[config.mk]
export PLATFORM = sky130hd
export DESIGN_NAME = usbh_utmi_port
export DESIGN_NICKNAME = d
export VERILOG_FILES = /design/src/rtl/usbh_utmi_port.sv
export SDC_FILE = /design/constraint.sdc
export NUM_CORES = 1
export LEC_CHECK = 0
export ABC_AREA = 0
export BUFFER_PORTS_ARGS = -buffer_cell sky130_fd_sc_hd__buf_2
export CAP_MARGIN = 10
export CORE_ASPECT_RATIO = 1.5
export CORE_MARGIN = 2
export CORE_UTILIZATION = 50
export CTS_CLUSTER_SIZE = 30
export DETAILED_ROUTE_END_ITERATION = 6
export HOLD_SLACK_MARGIN = 0.06
export PLACE_DENSITY = 0.73
export SETUP_SLACK_MARGIN = 0.05
export SYNTH_ARGS = -nofsm -noshare
export SYNTH_HDL_FRONTEND = slang
export SYNTH_SLANG_ARGS = --single-unit
[constraint.sdc]
create_clock -name clk -period 7.52 [get_ports clk]
set_input_delay 0.376 -clock clk [delete_from_list [all_inputs] [get_ports clk]]
set_output_delay 0.376 -clock clk [all_outputs]
set_load 0.02 [all_outputs]
[src/rtl/usbh_utmi_port.sv]
// usbh_utmi_port: host-side UTMI downstream port line-state controller (attach, reset/chirp, suspend/resume)
module usbh_utmi_port #(
    parameter int T_ATTACH    = 6_000_000,
    parameter int T_DISC      = 150,
    parameter int T_RESET     = 600_000,
    parameter int T_CHIRP_DET = 150,
    parameter int T_CHIRP     = 3_000,
    parameter int T_RESUME    = 1_200_000,
    parameter int T_EOP       = 10,
    parameter int CNT_W       = 23
) (
    input  logic       clk,
    input  logic       rst,
    input  logic [1:0] LineState,
    input  logic       HostDisconnect,
    input  logic       port_reset_req,
    input  logic       port_suspend_req,
    input  logic       port_resume_req,
    output logic       XcvSelect,
    output logic       TermSel,
    output logic [1:0] OpMode,
    output logic       drive_se0,
    output logic       drive_k,
    output logic       drive_j,
    output logic       connect,
    output logic       port_enabled,
    output logic       port_hs,
    output logic       port_suspended,
    output logic       remote_wake,
    output logic       reset_done
);
    localparam logic [10:0] DISC       = 11'b000_0000_0001;
    localparam logic [10:0] CONN       = 11'b000_0000_0010;
    localparam logic [10:0] RESET_SE0  = 11'b000_0000_0100;
    localparam logic [10:0] CHIRP_WAIT = 11'b000_0000_1000;
    localparam logic [10:0] CHIRP_K    = 11'b000_0001_0000;
    localparam logic [10:0] CHIRP_J    = 11'b000_0010_0000;
    localparam logic [10:0] FS_IDLE    = 11'b000_0100_0000;
    localparam logic [10:0] HS_IDLE    = 11'b000_1000_0000;
    localparam logic [10:0] SUSPEND    = 11'b001_0000_0000;
    localparam logic [10:0] RESUME_K   = 11'b010_0000_0000;
    localparam logic [10:0] RESUME_EOP = 11'b100_0000_0000;
    localparam logic [10:0] RST_ST  = RESET_SE0 | CHIRP_WAIT | CHIRP_K | CHIRP_J;
    localparam logic [10:0] SUSP_ST = SUSPEND | RESUME_K | RESUME_EOP;
    localparam logic [1:0] LS_SE0 = 2'b00;
    localparam logic [1:0] LS_J   = 2'b01;
    localparam logic [1:0] LS_K   = 2'b10;
    localparam logic [CNT_W-1:0] L_ATTACH = CNT_W'(T_ATTACH - 1);
    localparam logic [CNT_W-1:0] L_DISC   = CNT_W'(T_DISC - 1);
    localparam logic [CNT_W-1:0] L_RESET  = CNT_W'(T_RESET - 1);
    localparam logic [CNT_W-1:0] L_CDET   = CNT_W'(T_CHIRP_DET - 1);
    localparam logic [CNT_W-1:0] L_CHIRP  = CNT_W'(T_CHIRP - 1);
    localparam logic [CNT_W-1:0] L_RESUME = CNT_W'(T_RESUME - 1);
    localparam logic [CNT_W-1:0] L_EOP    = CNT_W'(T_EOP - 1);

    logic [10:0]      state, nxt;
    logic [1:0]       ls_r;
    logic [CNT_W-1:0] ptmr, rtmr;
    logic             k1;
    logic             ls_se0, ls_j, ls_k, q, se0_gone, rst_end, wake;

    assign ls_se0   = ls_r == LS_SE0;
    assign ls_j     = ls_r == LS_J;
    assign ls_k     = ls_r == LS_K;
    // ptmr doubles as a consecutive-sample qualifier in the states that watch the line
    assign q        = (state == DISC) ? ls_j :
                      |(state & (CONN | FS_IDLE | SUSPEND)) ? ls_se0 :
                      (state == RESET_SE0) ? ls_k : 1'b1;
    assign se0_gone = ls_se0 && ptmr >= L_DISC;
    assign rst_end  = rtmr >= L_RESET;
    assign wake     = k1 && ls_k;

    // next-state selection with disconnect > reset > suspend > resume priority
    always_comb begin
        nxt = state;
        case (state)
            DISC:       nxt = (ls_j && ptmr >= L_ATTACH) ? CONN : DISC;
            CONN:       nxt = se0_gone ? DISC : port_reset_req ? RESET_SE0 : CONN;
            RESET_SE0:  nxt = rst_end ? FS_IDLE : (ls_k && ptmr >= L_CDET) ? CHIRP_WAIT : RESET_SE0;
            CHIRP_WAIT: nxt = rst_end ? FS_IDLE : ls_se0 ? CHIRP_K : CHIRP_WAIT;
            CHIRP_K:    nxt = rst_end ? HS_IDLE : (ptmr >= L_CHIRP) ? CHIRP_J : CHIRP_K;
            CHIRP_J:    nxt = rst_end ? HS_IDLE : (ptmr >= L_CHIRP) ? CHIRP_K : CHIRP_J;
            FS_IDLE:    nxt = se0_gone ? DISC : port_reset_req ? RESET_SE0 :
                              port_suspend_req ? SUSPEND : FS_IDLE;
            HS_IDLE:    nxt = HostDisconnect ? DISC : port_reset_req ? RESET_SE0 :
                              port_suspend_req ? SUSPEND : HS_IDLE;
            SUSPEND:    nxt = se0_gone ? DISC : port_reset_req ? RESET_SE0 :
                              (wake || port_resume_req) ? RESUME_K : SUSPEND;
            RESUME_K:   nxt = (ptmr >= L_RESUME) ? RESUME_EOP : RESUME_K;
            RESUME_EOP: nxt = (ptmr >= L_EOP) ? (port_hs ? HS_IDLE : FS_IDLE) : RESUME_EOP;
            default:    nxt = DISC;
        endcase
    end

    // state, line sample and saturating timers
    always_ff @(posedge clk or negedge rst) begin
        if (!rst) begin
            state <= DISC;
            ls_r  <= LS_SE0;
            ptmr  <= '0;
            rtmr  <= '0;
            k1    <= 1'b0;
        end else begin
            state <= nxt;
            ls_r  <= LineState;
            ptmr  <= (nxt != state || !q) ? '0 : ptmr + CNT_W'(!(&ptmr));
            rtmr  <= (nxt == RESET_SE0 && state != RESET_SE0) ? '0 : rtmr + CNT_W'(!(&rtmr));
            k1    <= state == SUSPEND && nxt == SUSPEND && ls_k;
        end
    end

    // outputs decoded from the next state so they move together with the state register
    always_ff @(posedge clk or negedge rst) begin
        if (!rst) begin
            XcvSelect      <= 1'b1;
            TermSel        <= 1'b1;
            OpMode         <= 2'b01;
            drive_se0      <= 1'b0;
            drive_k        <= 1'b0;
            drive_j        <= 1'b0;
            connect        <= 1'b0;
            port_enabled   <= 1'b0;
            port_hs        <= 1'b0;
            port_suspended <= 1'b0;
            remote_wake    <= 1'b0;
            reset_done     <= 1'b0;
        end else begin
            XcvSelect      <= ~|(nxt & (RST_ST | HS_IDLE));
            TermSel        <= nxt != HS_IDLE;
            OpMode         <= |(nxt & (DISC | CONN)) ? 2'b01 :
                              |(nxt & (FS_IDLE | HS_IDLE | SUSPEND)) ? 2'b00 : 2'b10;
            drive_se0      <= |(nxt & (RESET_SE0 | RESUME_EOP));
            drive_k        <= |(nxt & (CHIRP_K | RESUME_K));
            drive_j        <= nxt == CHIRP_J;
            connect        <= nxt != DISC;
            port_enabled   <= |(nxt & (FS_IDLE | HS_IDLE | SUSP_ST));
            port_hs        <= (nxt == HS_IDLE) ? 1'b1 : |(nxt & (DISC | RESET_SE0)) ? 1'b0 : port_hs;
            port_suspended <= |(nxt & SUSP_ST);
            remote_wake    <= state == SUSPEND && nxt == RESUME_K && wake;
            reset_done     <= |(state & RST_ST) && |(nxt & (FS_IDLE | HS_IDLE));
        end
    end
endmodule

==> flow_metrics.env <==
export IMPL_synth_area_um2=4706
export IMPL_rsz0062_at_grt="no"
export IMPL_gp_congestion=1.031
export IMPL_cts_buffers=9
export IMPL_final_fill_count=826
export IMPL_crit_type="flop to flop"
export IMPL_layout_common_cells="69 x dfrtp_1, 55 x nor2_1, 34 x nand3_1"
export IMPL_startpoint_type="flop"
export IMPL_fin_area_um2=5115
export IMPL_drive_above_1_share_pct=15.28
export IMPL_grt_start_max_net_pins=74
export IMPL_syn_inst=517
export IMPL_drt_initial_drc_count=334
export IMPL_synth_yosys_seq_area_share_pct=38.93
export IMPL_max_freq_mhz=274.9
export IMPL_route_vias_total=3958
export IMPL_vdd_ir_drop_max_mv=0.1692
export IMPL_die_width_um=83.21
export IMPL_p_leak_nw=2.123
export IMPL_critPathSlowestCell="nor4_2"
export IMPL_intPower_mw=0.7499
export IMPL_placed_cells=613
export IMPL_ys_warn_count=0
export IMPL_p_sw_mw=0.1730
export IMPL_ys_types=73
export IMPL_ys_seq_elements=73
export IMPL_fin_cells=629
export IMPL_num_nets_final=524
export IMPL_ff2ff_path_depth=7
export IMPL_required_ns=7.77
export IMPL_antenna_left=0
export IMPL_layout_commonest_cell="dfrtp_1"
export IMPL_initial_core_util_pct=51.15
export IMPL_hold_end="ls_r[1]"
export IMPL_synth_edff_count=0
export IMPL_routed_wl_mm=11.40
export IMPL_multi_input_area_um2=2620
export IMPL_cts_resized=0
export IMPL_slew_headroom_pct=38.97
export IMPL_drv_cap=0
export IMPL_end_kind="flop"
export IMPL_postCtsHoldBufs=0
export IMPL_die_y_um=122.8
export IMPL_min_period_over_period_pct=48.37
export IMPL_clock_root_buffer="clkbuf_16"
export IMPL_die_area_um2=10220
export IMPL_pwr_share_clk_pct=55.0
export IMPL_regArea_um2=1832
export IMPL_area_delta_synth_final_pct=8.695
export IMPL_p_per_area_nw_per_um2=180.4
export IMPL_drv_slew=0
export IMPL_failed_checks="design-rule violations"
export IMPL_yosys_most_used_dff="dfrtp_1"
export IMPL_cts_num_sinks=73
export IMPL_dpl_cell_area_um2=4751
export IMPL_reg2reg_slack_ns=3.88
export IMPL_grt_pass1_vias=3951
export IMPL_seqPwrFrac_pct=42.9
export IMPL_clkLatencyLatePin_ns=0.34
export IMPL_core_rowCount=43
export IMPL_cts_htree_levels=3
export IMPL_reg2reg_from="state[5]"
export IMPL_hp_start="LineState[1]"
export IMPL_holdPathStages=1
export IMPL_grt_overflow_total=0
export IMPL_worstSetupStartpoint="state[5]"
export IMPL_r2r_end="ptmr[14]"
export IMPL_worstMarginPinSlew_ns=0.9155
export IMPL_groute_usage_overall_pct=23.50
export IMPL_finalHoldViolCount=0
export IMPL_worstPathArrival_ns=3.88
export IMPL_critical_path_max_fanout=23
export IMPL_path_clk_slew_ns=0.06
export IMPL_combPwrFrac_pct=2.1
export IMPL_drc=13
export IMPL_avgSynthCellArea_um2=9.102
export IMPL_core_area_um2=9200
export IMPL_port_buffers=20
export IMPL_clock_path_buffers=2
export IMPL_status="finished, violations left"
export IMPL_detailed_place_hpwl_mm=7.985
export IMPL_cpPeakStageDelay_ns=0.73
export IMPL_switching_share_pct=18.75
export IMPL_tns_ns=0
export IMPL_via_per_inst=6.293
export IMPL_first_pass_iters=7
export IMPL_grt_pass1_wl_mm=19.06
export IMPL_avgRoutedWirePerCell_um=18.13
export IMPL_post_route_min_period_ns=3.637
export IMPL_antenna_cells=0
export IMPL_min_path_type="primary input to flop"
export IMPL_antenna_found_initial=0
export IMPL_ios=21
export IMPL_setup_violations=0
export IMPL_cts_setup_buffers=0
export IMPL_synthArstFlopShare_pct=100.0
export IMPL_finalClockSkew_ns=0.009892
export IMPL_cts_tree="built"
export IMPL_synth_fp_nets=529
export IMPL_crit_chain="nor4_2 -> nand2_1 -> nor3_1 -> nand3b_1 -> a2111oi_4 -> o2111ai_4 -> nor3_2"
==> worst max-delay path by stage <==
stage                     to  cells past startpoint
finish              ptmr[14]                      7
CTS                  ptmr[0]                      7
global placement     ptmr[1]                      7
detailed placement   ptmr[0]                      7
global route         ptmr[2]                      7
floorplan           ptmr[10]                      8
==> cell families (layout without fill, tap and decap cells) <==
family | Yosys count | count (layout) | synth area share (%)
buffers and inverters | 50 | 50 | 5.397
XOR/XNOR | 40 | 40 | 7.445
adder cells (fa/ha/maj) | 4 | 4 | 1.064
AO/OA/AOI/OAI | 77 | 77 | 12.84
AND/OR/NAND/NOR | 271 | 271 | 33.87
flip-flops | 73 | 73 | 38.93
multiplexers | 2 | 2 | 0.4520
==> state kept, by name (all words and copies together) (netlist names) <==
name	flops
remote_wake	1
drive_se0	1
drive_j	1
port_suspended	1
ls_r	2
OpMode	2
k1	1
drive_k	1
port_hs	1
reset_done	1
XcvSelect	1
TermSel	1
ptmr	23
rtmr	23
state	11
port_enabled	1
connect	1
==> per-layer routing <==
metal / global-route usage (%) / part of all wire (%) / wire (µm) / up-vias
li1: - / - / - / 1894
met1: 26.75 / 42 / 4766 / 1927
met2: 40.98 / 50 / 5742 / 110
met3: 6.321 / 5.0 / 574 / 27
met4: 11.17 / 2.8 / 320 / 0
met5: 0 / 0 / 0 / -
==> layout make-up <==
type | instances | share of cell area [%]
Sequential cell | 73 | 35.81
Timing Repair Buffer | 21 | 2.153
Tap cell | 112 | 2.740
Multi-Input combinational cell | 394 | 51.22
Inverter | 13 | 0.9540
Clock buffer | 12 | 5.210
Clock inverter | 4 | 1.908
==> critical path, delay by kind of cell (launching register included) <==
family             cells  cell delay (ns)
DFF                    1             0.51
and+or+nand+nor        5             2.07
AOI/OAI and AO/OA      2             0.94
==> cells in the mapped netlist, drive strengths merged (4+ instances only) <==
cell | instances | share of area (%)
a211o | 5 | 0.96
a211oi | 4 | 0.64
a21oi | 13 | 1.4
a31oi | 4 | 0.66
and3 | 9 | 1.2
and4 | 4 | 0.80
buf | 15 | 2.6
clkbuf | 22 | 1.8
dfrtp | 69 | 37
dfstp | 4 | 2.2
ha | 4 | 1.1
inv | 13 | 1.0
nand2 | 31 | 2.5
nand2b | 5 | 0.66
nand3 | 34 | 3.6
nand3b | 7 | 1.1
nand4 | 16 | 2.1
nor2 | 55 | 4.4
nor2b | 14 | 1.9
nor3 | 37 | 6.1
nor4 | 13 | 2.0
o211ai | 6 | 1.1
o21a | 4 | 0.64
o21ai | 16 | 1.8
or3 | 5 | 0.66
or4 | 25 | 4.1
xnor2 | 16 | 3.0
xor2 | 24 | 4.5
==> power groups by stage <==
stage,Combinational (mW),Sequential (mW),Clock [mW]
after floorplan,0.00888,0.402,0
after global placement,0.0193,0.403,0
after detailed placement,0.0200,0.403,0
after CTS,0.0201,0.396,0.519
after global routing,0.0223,0.396,0.533
final,0.0193,0.396,0.507
==> through the flow <==
step / hold slack, ns / utilization, % / worst slack, ns / power [mW]
finish: 0.1505 / 55.60 / 3.883 / 0.9229
global route: 0.1369 / 55.60 / 3.528 / 0.9512
CTS: 0.1365 / 55.60 / 3.972 / 0.9349
detailed placement: 0.4889 / 51.64 / 3.972 / 0.4229
global placement: 0.4860 / 51.64 / 3.963 / 0.4223
floorplan: 0.08041 / - / 4.666 / 0.4112
Note: power is estimated with default switching activity, not from simulation.
